File: src/rtl/nibble_serial_adder_ctrl.sv
// Multi-cycle WIDTH-bit adder/subtractor that reuses one 4-bit ripple adder,
// processing one nibble per clock LSB first with the carry held in a register.

module FullAdder4bits_Structural (
    input  logic [3:0] a_i,
    input  logic [3:0] b_i,
    input  logic       c_i,
    output logic [3:0] s_o,
    output logic       c_o
);
    logic [4:0] carry;

    assign carry[0] = c_i;

    for (genvar i = 0; i < 4; i++) begin : g_bit
        assign s_o[i]       = a_i[i] ^ b_i[i] ^ carry[i];
        assign carry[i + 1] = (a_i[i] & b_i[i]) | (carry[i] & (a_i[i] ^ b_i[i]));
    end

    assign c_o = carry[4];
endmodule

module nibble_serial_adder_ctrl #(
    parameter int WIDTH = 16
) (
    input  logic             clk,
    input  logic             rst,
    input  logic             start,
    input  logic             sub,
    input  logic [WIDTH-1:0] a,
    input  logic [WIDTH-1:0] b,
    input  logic             carry_in,
    output logic             busy,
    output logic             done,
    output logic [WIDTH-1:0] sum,
    output logic             carry_out,
    output logic             overflow
);
    localparam int NIB = WIDTH / 4;
    localparam int IW  = (NIB > 1) ? $clog2(NIB) : 1;
    localparam logic [IW-1:0] LAST = IW'(NIB - 1);

    typedef enum logic [1:0] {IDLE, RUN, DONE} state_t;

    state_t           state_q, state_d;
    logic [WIDTH-1:0] a_q, a_d, b_q, b_d, s_q, s_d;
    logic             c_q, c_d;
    logic [IW-1:0]    idx_q, idx_d;
    logic             busy_q, busy_d, done_q, done_d;
    logic [WIDTH-1:0] sum_q, sum_d;
    logic             cout_q, cout_d, ovf_q, ovf_d;

    logic [IW+1:0]    shamt;
    logic [3:0]       aSlice, bSlice, addSum;
    logic             addCout;
    logic [WIDTH-1:0] sMerged;

    assign shamt  = {idx_q, 2'b00};
    assign aSlice = 4'(a_q >> shamt);
    assign bSlice = 4'(b_q >> shamt);

    FullAdder4bits_Structural u_adder (
        .a_i (aSlice),
        .b_i (bSlice),
        .c_i (c_q),
        .s_o (addSum),
        .c_o (addCout)
    );

    // Partial result with the current slice already merged in, so the final
    // slice can be published in the same edge that leaves RUN.
    assign sMerged = (s_q & ~(WIDTH'(4'hF) << shamt)) | (WIDTH'(addSum) << shamt);

    always_comb begin
        state_d = state_q;
        a_d     = a_q;
        b_d     = b_q;
        s_d     = s_q;
        c_d     = c_q;
        idx_d   = idx_q;
        busy_d  = busy_q;
        done_d  = 1'b0;
        sum_d   = sum_q;
        cout_d  = cout_q;
        ovf_d   = ovf_q;

        case (state_q)
            IDLE, DONE: begin
                busy_d  = 1'b0;
                state_d = IDLE;
                if (start) begin
                    state_d = RUN;
                    a_d     = a;
                    b_d     = sub ? ~b : b;
                    c_d     = sub ? 1'b1 : carry_in;
                    s_d     = '0;
                    idx_d   = '0;
                    busy_d  = 1'b1;
                end
            end
            RUN: begin
                s_d = sMerged;
                c_d = addCout;
                if (idx_q == LAST) begin
                    state_d = DONE;
                    idx_d   = '0;
                    busy_d  = 1'b0;
                    done_d  = 1'b1;
                    sum_d   = sMerged;
                    cout_d  = addCout;
                    ovf_d   = (a_q[WIDTH-1] == b_q[WIDTH-1]) &&
                              (sMerged[WIDTH-1] != a_q[WIDTH-1]);
                end else begin
                    idx_d = idx_q + 1'b1;
                end
            end
            default: begin
                state_d = IDLE;
                busy_d  = 1'b0;
            end
        endcase
    end

    always_ff @(posedge clk) begin
        if (rst) begin
            state_q <= IDLE;
            a_q     <= '0;
            b_q     <= '0;
            s_q     <= '0;
            c_q     <= 1'b0;
            idx_q   <= '0;
            busy_q  <= 1'b0;
            done_q  <= 1'b0;
            sum_q   <= '0;
            cout_q  <= 1'b0;
            ovf_q   <= 1'b0;
        end else begin
            state_q <= state_d;
            a_q     <= a_d;
            b_q     <= b_d;
            s_q     <= s_d;
            c_q     <= c_d;
            idx_q   <= idx_d;
            busy_q  <= busy_d;
            done_q  <= done_d;
            sum_q   <= sum_d;
            cout_q  <= cout_d;
            ovf_q   <= ovf_d;
        end
    end

    assign busy      = busy_q;
    assign done      = done_q;
    assign sum       = sum_q;
    assign carry_out = cout_q;
    assign overflow  = ovf_q;
endmodule
File: config.mk
export PLATFORM = sky130hd
export DESIGN_NAME = nibble_serial_adder_ctrl
export DESIGN_NICKNAME = d
export VERILOG_FILES = /design/src/rtl/nibble_serial_adder_ctrl.sv
export SDC_FILE = /design/constraint.sdc
export NUM_CORES = 1
export LEC_CHECK = 0
export CELL_PAD_IN_SITES_DETAIL_PLACEMENT = 1
export CELL_PAD_IN_SITES_GLOBAL_PLACEMENT = 1
export CORE_MARGIN = 3
export CORE_UTILIZATION = 35
export DETAILED_ROUTE_END_ITERATION = 16
export PLACE_DENSITY = 0.77
export SLEW_MARGIN = 5
export SYNTH_ARGS = -nofsm -noshare
export SYNTH_HDL_FRONTEND = slang
export SYNTH_SLANG_ARGS = --single-unit
File: constraint.sdc
create_clock -name clk -period 3.2 [get_ports clk]
set_clock_uncertainty 0.1 [all_clocks]
set_input_delay 0.48 -clock clk [delete_from_list [all_inputs] [get_ports clk]]
set_output_delay 0.48 -clock clk [all_outputs]
set_load 0.02 [all_outputs]
Yosys cells after proc, flatten, opt, wreduce, memory -nomap -nowiden
Index checks and enable logic that the tools add are counted.

word-level totals
  flip-flop bits (word level) = 73
  latch bits = 0
  bits in writable memories = 0
  ROM bits = 0
  memories = 0

cells by class
  add/subtract/negate cells = 1
  multipliers = 0
  divide/modulo/power cells = 0
  $lt $le $gt $ge = 0
  eq/ne operators = 7
  shifts and indexed selects = 4
  mux-type cells = 16
  bitwise logic cells = 25
  reduce and logical (&&, ||, !) cells = 8

operators by type and width
  cell                                                                number
  16-bit two-way mux                                                  2
  16-bit NOT                                                          2
  16-bit case mux with 2 select lines                                 1
  16-bit by 4-bit >> shifter with 4-bit output                        2
  16-bit bitwise AND                                                  1
  16-bit OR                                                           1
  4-bit by 4-bit left shift with 16-bit output                        1
  4-bit by 4-bit left shift with 16-bit output, first input constant  1
  1-bit bitwise AND                                                   8
  2-bit case mux with 2 select lines                                  2
  1-bit XOR                                                           8
  1-bit two-way mux                                                   6
  2-bit two-way mux                                                   3
  2-bit AND reduction                                                 3
  2-bit == test, second input constant                                2
  2-bit != test, second input constant                                2
  1-bit OR                                                            4
  1-bit case mux with 2 select lines                                  2
  2-bit OR reduction                                                  2
  2-bit by 1-bit adder with 2-bit output, second input constant       1
  2-bit by 1-bit == test with 1-bit output, second input constant     1
  2-bit zero test                                                     1
  2-bit nonzero test                                                  1
  1-bit == test                                                       1
  other kinds (3)                                                     3

Longest topological paths before layout
Gate-level depths: netlist of the first run.

  word-level depth = 13
  gate-level depth with buffers = 14

Cells and area by module
A second synthesis of the first run with hierarchy kept.

second synthesis, totals
  cells, all modules = 362
  area total of the unflattened synthesis = 3208.1 µm²

by module, submodules not included
  module                     instances  cells an instance  area each (µm²)  sequential area each (µm²)
  nibble_serial_adder_ctrl   1          348                3090.5           1381.3
  FullAdder4bits_Structural  1          14                 117.6            0.0

Worst setup path after synthesis of the first run
Ideal clock, no wire load.

  path kind = register to register
  from = register idx_q[0]
  to = register ovf_q, in the netlist overflow
  data arrival time = 3.009 ns
  required time = 3.009 ns
  slack = 0.000 ns
  stages on the path, launching flop included = 14
  buffers on the path = 1
  clock period less this slack = 3.200 ns
  cell sequence = dfxtp_1 > buf_6 > mux4_2 > inv_1 > fa_1 > inv_1 > fa_1 > inv_1 > fa_1 > inv_1 > fa_1 > nand3_2 > or3_1 > a311oi_1

between the ends
  longest elaborated chain between the ends = 13

ends and longest elaborated chain
  what                                                             line    source
  start: declaration                                               48      logic [IW-1:0] idx_q, idx_d;
  start signal: assignment                                         143     idx_q <= idx_d;
  16-bit by 4-bit >> shifter with 4-bit output (on tied branches)  59, 60
  1-bit XOR                                                        17      assign carry[i + 1] = (a_i[i] & b_i[i]) | (carry[i] & (a_i[i] ^ b_i[i]));
  1-bit bitwise AND                                                17
  1-bit OR                                                         17
  1-bit bitwise AND                                                17
  1-bit OR                                                         17
  1-bit bitwise AND                                                17
  1-bit OR                                                         17
  1-bit XOR                                                        16      assign s_o[i] = a_i[i] ^ b_i[i] ^ carry[i];
  4-bit by 4-bit left shift with 16-bit output                     72      assign sMerged = (s_q & ~(WIDTH'(4'hF) << shamt)) | (WIDTH'(addSum) << shamt);
  16-bit OR                                                        72
  1-bit != test                                                    112     (sMerged[WIDTH-1] != a_q[WIDTH-1]);
  1-bit logical AND                                                111     ovf_d = (a_q[WIDTH-1] == b_q[WIDTH-1]) &&
  end signal: assignment                                           148     ovf_q <= ovf_d;
  end: declaration                                                 51      logic cout_q, cout_d, ovf_q, ovf_d;

Parallel ways exist; a longest one is shown, timed or not.
A chain may end at the register's enable or synchronous reset.

Worst setup path in the final report of the first run
Ends and elaborated chain as after synthesis.

==> results of run 1 <==
[kinds of logic after synthesis]
kind of cell               Yosys count  share of synthesized area, %
xor gates and xnor gates            16                          4.42
buffers and inverters               42                          6.56
AOI/OAI and AO/OA                   68                          12.3
muxes                                8                          5.69
DFF                                 69                          43.6
and+or+nand+nor                    151                          23.3
adders and majority gates            8                          4.11
[through the flow]
step / hold WS (ns) / std cells / utilization (%) / setup WS (ns)
2_1_floorplan: 0.333 / 362 / - / 0.000487
3_3_place_gp: 0.346 / 506 / 43.2 / 0.0169
3_5_place_dp: 0.349 / 506 / 43.2 / -0.0899
4_1_cts: 0.359 / 520 / 45.0 / 0.0113
5_1_grt: 0.376 / 521 / 45.3 / -0.0727
6_report: 0.354 / 521 / 45.3 / 0.0373
[routing by layer]
metal	vias up	GRT usage (%)	wire, µm
li1	1327	-	-
met1	1308	19.1	3450
met2	58	29.6	4200
met3	11	4.29	320
met4	0	4.81	128
met5	-	0	0
[state kept, by name (all words and copies together), names as in the netlist]
name,cells
a_q,16
b_q,16
busy,1
c_q,1
carry_out,1
done,1
idx_q,2
overflow,1
s_q,12
state_q,2
sum,16
[power by group]
part	total [W]	internal (W)	switching, W
logic	0.000302	0.000145	0.000157
registers	0.000927	0.000899	0.0000280
clock network	0.000571	0.000272	0.000299
total	0.00180	0.00132	0.000484
[worst max-delay path by stage]
stage	endpoint	slack [ns]	cells after the start
floorplan	overflow	0.0005	13
global placement	overflow	0.02	10
detailed placement	overflow	-0.09	10
CTS	s_q[7]	0.01	13
global route	overflow	-0.07	12
finish	overflow	0.04	12
[cell type report]
type	instances	area [µm²]	share of cell area, %
Multi-Input combinational cell	251	1610	40.5
Inverter	10	37.5	0.945
Timing Repair Buffer	69	657	16.5
Clock inverter	2	12.5	0.315
Sequential cell	69	1390	34.9
Tap cell	108	135	3.40
Clock buffer	12	135	3.40
[worst max-delay path: stages, from the launching register on]
cell	delay (ns)
dfxtp_4	0.38
mux4_2	0.50
inv_2	0.07
fa_2	0.19
inv_2	0.04
fa_2	0.33
inv_2	0.06
fa_2	0.18
inv_2	0.04
fa_1	0.52
nand3_2	0.09
or3_1	0.31
a311oi_1	0.25
[layout by cell type (no fill, tap or decap), types with 3 or more instances in the layout]
cell type / count
nor3_1: 24
nand3_1: 15
ha_1: 4
nor3b_1: 5
buf_4: 12
and3b_1: 5
clkbuf_1: 3
o21ai_1: 5
nor2_1: 33
clkdlybuf4s50_1: 55
clkbuf_8: 9
o21ai_0: 8
a211oi_1: 16
fa_2: 3
inv_2: 5
mux4_2: 8
a21oi_1: 35
xnor2_1: 16
nand2_1: 41
dfxtp_1: 67
nor2b_1: 12
inv_1: 5
or3_1: 3
[repair_timing]
| item | in CTS | in global routing |
|---|---|---|
| gates cloned | 0 | 0 |
| hold buffers | 0 | 0 |
| pin swaps | 2 | 6 |
| setup buffers | 0 | 1 |
| endpoints found under the setup margin | 7 | 7 |
| gates resized for setup | 6 | 11 |
==> flow_summary.toml, run 1 <==
[run_status]
status = "finished, final reports clean"

[global_routing]
grt_usage_pct = 16.4
antenna_found_initial = 0
grt_pass1_vias = 2853
grt_first_pass_wirelength_um = 13400
grt-ovfl-total = 0
grt_max_degree = 34

[setup_path]
critPathMaxFanout = 4
reg2reg_slack_ns = 0.04
timing.rr.end = "overflow"
worstRegToRegCells = 12
critPathKind = "flip-flop to flip-flop"
arrival_ns = 3.31
start_kind = "flip-flop"
r2r_start = "idx_q[0]"
end_kind = "flip-flop"
cp.required_ns = 3.34
crit_path_start = "idx_q[0]"

[yosys]
synth_most_common_cell = "dfxtp_1"
ys_seq_elements = 69
ys.flop_type = "dfxtp_1"
yosys-top-cells-area = "dfxtp_1 (44%), mux4_2 (5.7%), a21oi_1 (5.5%)"
synth_cell_types = 32
syn_inst = 362
netlist_area_um2 = 3170
synth_common_cells = "dfxtp_1 (69), nand2_1 (41), a21oi_1 (35)"
synth-edff-count = 0
post-synth-top-area-cell = "dfxtp_1"
ys_warn_count = 0
syn_avg_cell_area_um2 = 8.75
syn_nets = 407
async_flop_share_pct = 0
synth_top_area_share_pct = 43.6
seq_area_frac_synth_pct = 43.6

[sta]
timing.fmax_mhz = 316
post-route-period-util_pct = 98.8
drv_slew = 0
setup_viol = 0
rsz0062_at_grt = "yes"
finalHoldViolCount = 0
tns_ns = 0
layout_min_cycle_time_ns = 3.16
tightestPinTransition_ns = 0.849
max_slew_margin_pct = 43.2

[placed_design]
postPlaceCellArea_um2 = 3780
dp_hpwl_um = 5960
place_congestion = 0.796
portBuffers = 56

[cells_and_area]
area_growth_syn_to_layout_pct = 25.4
drive_above_1_share_pct = 11.6
final_nets = 455
diodes = 0
final_cell_area_um2 = 3970
num-fill-cells = 1031

[clock_tree]
clockRootBuffer = "clkbuf_8"
htree_levels = 3
cts_buffers = 9
path_clk_slew_ns = 0.07
cts_tree = "done"
cts_buffer_depth = 2
clock_latency_ns = 0.34
cts.sinks = 69

[floorplanning]
rows = 34
ioPinCount = 57
core-area_um2 = 8760
die-height_um = 101
dieArea_um2 = 10200
start_util_pct = 36.1
fp.dieW_um = 101

[drt]
dr.first_iter.drc_count = 93
vias = 2704
drtPass1Iterations = 4
ant_nets = 0
wire_per_inst_um = 15.5
drc = 0
wl_um = 8100
drt-vias-per-instance = 5.19

[min_path]
whs_path_depth = 2
min-delay-start = "sum[13]"
whs_endpoint = "sum[13]"
min_path_type = "flip-flop to flip-flop"

[power_and_ir_drop]
finalPower_w = 0.00180
power_leakage_nw = 1.38
p_per_area_nw_per_um2 = 453
ir_worst_vdd_uv = 218

[job]
maxCapViolations = 0
Note: power is estimated with default switching activity, not from simulation.
==> run 2, diff against run 1 <==
--- a/config.mk
+++ b/config.mk
@@ -7,6 +7,7 @@
 export LEC_CHECK = 0
 export CELL_PAD_IN_SITES_DETAIL_PLACEMENT = 1
 export CELL_PAD_IN_SITES_GLOBAL_PLACEMENT = 1
+export CORE_ASPECT_RATIO = 0.9
 export CORE_MARGIN = 3
 export CORE_UTILIZATION = 35
 export DETAILED_ROUTE_END_ITERATION = 16
==> flow_summary.toml, run 2 (synthesized netlist as in run 1, its figures left out) <==
[power_and_ir_drop]
power_leakage_nw = 1.41
p_seq_share_pct = 46.6
ir_worst_vdd_uv = 211
comb_power_share_pct = 14.9
internal-power_w = 0.00148
p_per_area_nw_per_um2 = 492
p_switching_w = 0.000509
clockPowerShare_pct = 38.5
finalPower_w = 0.00199
p_sw_share_pct = 25.6

[job]
maxCapViolations = 0

[min_path]
min_path_type = "input pin to flip-flop"

[global_routing]
antenna_found_initial = 0
grt-ovfl-total = 0
grt_usage_pct = 16.9
grt_first_pass_wirelength_um = 13600
grt_max_degree = 60
grt_pass1_vias = 2833

[floorplanning]
rows = 32
core-area_um2 = 8690
start_util_pct = 36.4
dieArea_um2 = 10200
die-height_um = 96.2
fp.dieW_um = 106
ioPinCount = 57

[run_status]
status = "finished, final reports clean"

[sta]
timing.fmax_mhz = 319
hold_slack_ns = 0.336
tightestPinTransition_ns = 0.665
layout_min_cycle_time_ns = 3.13
post-route-period-util_pct = 98.0
drv_slew = 0
max_slew_margin_pct = 55.7
setup_viol = 0
tns_ns = 0
rsz0062_at_grt = "yes"
finalHoldViolCount = 0

[drt]
ant_nets = 0
vias = 2670
wire_per_inst_um = 15.0
drc = 0
wl_um = 8020
dr.first_iter.drc_count = 114
drtPass1Iterations = 4
drt-vias-per-instance = 5.00

[placed_design]
postPlaceCellArea_um2 = 3800
portBuffers = 56
place_congestion = 0.774
dp_hpwl_um = 5850

[clock_tree]
cts_tree = "done"
cts_buffers = 9
path_clk_slew_ns = 0.08
clockRootBuffer = "clkbuf_8"
clock_latency_ns = 0.35
cts_buffer_depth = 2
cts.sinks = 69
cts_hold_buf = 0
htree_levels = 3

[setup_path]
arrival_ns = 3.30
timing.rr.end = "overflow"
r2r_start = "idx_q[0]"
critPathKind = "flip-flop to flip-flop"
crit_path_start = "idx_q[0]"
end_kind = "flip-flop"
worstRegToRegCells = 12
critPathMaxFanout = 4
endpoint = "overflow"
start_kind = "flip-flop"
cp.required_ns = 3.37
reg2reg_slack_ns = 0.07

[cells_and_area]
drive_above_1_share_pct = 11.1
utilization_pct = 46.5
layout_common_cells = "dfxtp_1 (68), clkdlybuf4s50_1 (55), nand2_1 (41)"
final_nets = 455
layout_commonest_cell = "dfxtp_1"
num-fill-cells = 1024
diodes = 0
area_growth_syn_to_layout_pct = 27.5
final_cell_area_um2 = 4040
## run 2: cell types whose count changed in the layout (fill, tap and decap cells not counted), sizes merged
cell	change
bufinv	+2
## run 2: what timing repair did
action / in CTS / in global routing
gates resized for setup: 4 / 6
setup buffers: 1 / 0
gates cloned: 0 / 0
pin swaps: 3 / 1
endpoints found under the setup margin: 1 / 5
hold endpoints to repair: 0 / 0
## run 2: per-layer routing
layer  global-route usage, %  vias up  share of wire, %
met5                       0        -                 0
met1                    20.4     1276                45
met3                    5.03       12               4.5
met2                    29.4       51                49
li1                        -     1331                 -
met4                    4.85        0               1.4
## run 2: area by class of cell
class                      count  area (µm²)  share of cell area [%]
inverter                      10        37.5                   0.929
tap                          119         149                    3.69
clock inverter                 4        72.6                    1.80
timing repair buffer          69         653                    16.2
multi-input combinational    251        1610                    39.8
sequential                    69        1390                    34.3
clock buffer                  12         135                    3.35
## run 2: per-stage QoR
step,instances,setup slack (ns)
3_5_place_dp,517,-0.110
6_report,534,0.0652
4_1_cts,534,0.0273
5_1_grt,534,-0.0886
2_1_floorplan,362,0.000487
3_3_place_gp,517,0.0252
## run 2: worst min path at each step
stage | from | endpoint | slack (ns) | cells after the start
5_1_grt | rst | sum[5] | 0.37 | 2
2_1_floorplan | a_q[10] | a_q[10] | 0.33 | 2
3_5_place_dp | a_q[12] | a_q[12] | 0.35 | 2
6_report | rst | s_q[0] | 0.34 | 2
4_1_cts | rst | s_q[0] | 0.33 | 2
3_3_place_gp | a_q[3] | a_q[3] | 0.34 | 2
## run 2: power groups by stage
| stage | clock network (W) | registers, W | logic (W) |
|---|---|---|---|
| after floorplan | 0 | 0.000935 | 0.000194 |
| after global placement | 0 | 0.000943 | 0.000286 |
| after detailed placement | 0 | 0.000945 | 0.000295 |
| after CTS | 0.000779 | 0.000926 | 0.000297 |
| after global routing | 0.000815 | 0.000931 | 0.000331 |
| final | 0.000766 | 0.000925 | 0.000297 |
## run 2: critical path, cell delays in order, from the launching register on
cell	delay, ns
dfxtp_4	0.37
mux4_2	0.50
inv_2	0.07
fa_1	0.16
inv_1	0.05
fa_2	0.34
inv_2	0.06
fa_1	0.15
inv_1	0.05
fa_2	0.55
nand3_2	0.08
or3_1	0.34
a311oi_2	0.24
==> run 3, diff against run 2 <==
--- a/config.mk
+++ b/config.mk
@@ -9,9 +9,10 @@
 export CELL_PAD_IN_SITES_GLOBAL_PLACEMENT = 1
 export CORE_ASPECT_RATIO = 0.9
 export CORE_MARGIN = 3
-export CORE_UTILIZATION = 35
+export CORE_UTILIZATION = 42
 export DETAILED_ROUTE_END_ITERATION = 16
-export PLACE_DENSITY = 0.77
+export DONT_BUFFER_PORTS = 1
+export PLACE_DENSITY = 0.76
 export SLEW_MARGIN = 5
 export SYNTH_ARGS = -nofsm -noshare
 export SYNTH_HDL_FRONTEND = slang
==> constraint.sdc (replaced) <==
create_clock -name clk -period 2.8 [get_ports clk]
set_clock_uncertainty 0.1 [all_clocks]
set_input_delay 0.42 -clock clk [delete_from_list [all_inputs] [get_ports clk]]
set_output_delay 0.42 -clock clk [all_outputs]
set_load 0.02 [all_outputs]
==> flow_summary.toml, run 3 (synthesized netlist as in run 1, its figures left out) <==
[cells_and_area]
final_cell_area_um2 = 3450
num-fill-cells = 858
area_growth_syn_to_layout_pct = 9.05
diodes = 0
drive_above_1_share_pct = 14.7
layout_commonest_cell = "dfxtp_1"
final_nets = 400
layout_common_cells = "dfxtp_1 (67), nand2_1 (41), a21oi_1 (34)"

[global_routing]
grt_usage_pct = 19.0
grt_pass1_vias = 2594
grt_max_degree = 70
antenna_found_initial = 0
grt-ovfl-total = 0
grt_first_pass_wirelength_um = 13000

[power_and_ir_drop]
power_leakage_nw = 1.20
finalPower_w = 0.00211
p_per_area_nw_per_um2 = 612
ir_worst_vdd_uv = 291

[sta]
timing.fmax_mhz = 319
layout_min_cycle_time_ns = 3.14
layout_setup_ws_ns = -0.337
rsz0062_at_grt = "yes"
drv_slew = 0
finalHoldViolCount = 0
tightestPinTransition_ns = 0.753
post-route-period-util_pct = 112
hold_slack_ns = 0.0403
max_slew_margin_pct = 49.8
setup_viol = 10

[drt]
drtPass1Iterations = 6
ant_nets = 0
wire_per_inst_um = 17.2
dr.first_iter.drc_count = 104
vias = 2502
wl_um = 7770
drc = 0
drt-vias-per-instance = 5.52

[setup_path]
end_kind = "flip-flop"
start_kind = "flip-flop"
critPathKind = "flip-flop to flip-flop"
reg2reg_slack_ns = -0.34
timing.rr.end = "overflow"
r2r_start = "idx_q[0]"
worstRegToRegCells = 12
cp.required_ns = 2.95
critPathMaxFanout = 5
arrival_ns = 3.29

[floorplanning]
fp.dieW_um = 97.5
start_util_pct = 44.1
ioPinCount = 57
dieArea_um2 = 8620
core-area_um2 = 7180
die-height_um = 88.4
rows = 29

[placed_design]
dp_hpwl_um = 5390
portBuffers = 0
postPlaceCellArea_um2 = 3220
place_congestion = 0.765
dp_slack_ns = -0.497

[min_path]
whs_endpoint = "idx_q[0]"
min_path_type = "input pin to flip-flop"
whs_path_depth = 1
min-delay-start = "rst"

[clock_tree]
path_clk_slew_ns = 0.07
clockRootBuffer = "clkbuf_8"
cts.sinks = 69
cts_buffers = 9
cts_buffer_depth = 2
htree_levels = 3
clock_latency_ns = 0.34
cts_tree = "done"

[run_status]
violations = "negative setup slack"
status = "finished, violations left"

[job]
maxCapViolations = 0
## run 3: report_power, final
part / internal [W] / leakage, nW / switching, W / total (W)
logic: 0.000119 / 0.538 / 0.000150 / 0.000269
registers: 0.00103 / 0.564 / 0.0000322 / 0.00106
clock network: 0.000416 / 0.101 / 0.000369 / 0.000785
total: 0.00156 / 1.20 / 0.000551 / 0.00211
## run 3: worst max path at each step
stage | to | cells after the start | startpoint
final | overflow | 12 | idx_q[0]
after detailed placement | overflow | 12 | idx_q[0]
after global routing | overflow | 12 | idx_q[0]
after global placement | overflow | 12 | idx_q[0]
after floorplan | overflow | 13 | idx_q[0]
after CTS | overflow | 12 | idx_q[0]
## run 3: critical path: stages (launching register included)
cell	delay [ns]
dfxtp_4	0.38
mux4_2	0.51
inv_2	0.07
fa_1	0.18
inv_2	0.04
fa_2	0.33
inv_2	0.06
fa_1	0.17
inv_2	0.04
fa_1	0.51
nand3_2	0.08
or3_1	0.31
a311oi_1	0.27
## run 3: per-layer routing
| layer | routed length (µm) | GRT usage (%) | vias up |
|---|---|---|---|
| met5 | 0 | 0 | - |
| met4 | 136 | 7.67 | 0 |
| met3 | 463 | 6.86 | 10 |
| met2 | 3560 | 30.2 | 53 |
| met1 | 3610 | 23.7 | 1219 |
| li1 | - | - | 1220 |
## run 3: metrics by stage
stage / utilization, % / cells / TNS [ns]
5_1_grt: 48.1 / 453 / -4.25
4_1_cts: 47.9 / 453 / -2.16
3_5_place_dp: 44.8 / 435 / -2.47
3_3_place_gp: 44.8 / 435 / -1.64
6_report: 48.1 / 453 / -2.11
2_1_floorplan: - / 362 / -1.25
## run 3: area by class of cell
class                   instances  area, µm²  share of cell area (%)
inverters                      10       37.5                    1.09
multi-input cells             251       1610                    46.7
well taps                      93        116                    3.37
repair buffers                 14        105                    3.04
clock inverters                 3       17.5                   0.507
flip-flops and latches         69       1390                    40.1
clock buffers                  13        179                    5.18
## run 3: repair_timing
action,CTS,global route
endpoints found under the setup margin,15,15
pin swaps,3,1
gates resized for setup,9,4
endpoints found under the hold margin,0,0
gates cloned,0,0
hold buffers,0,0
setup buffers,2,0
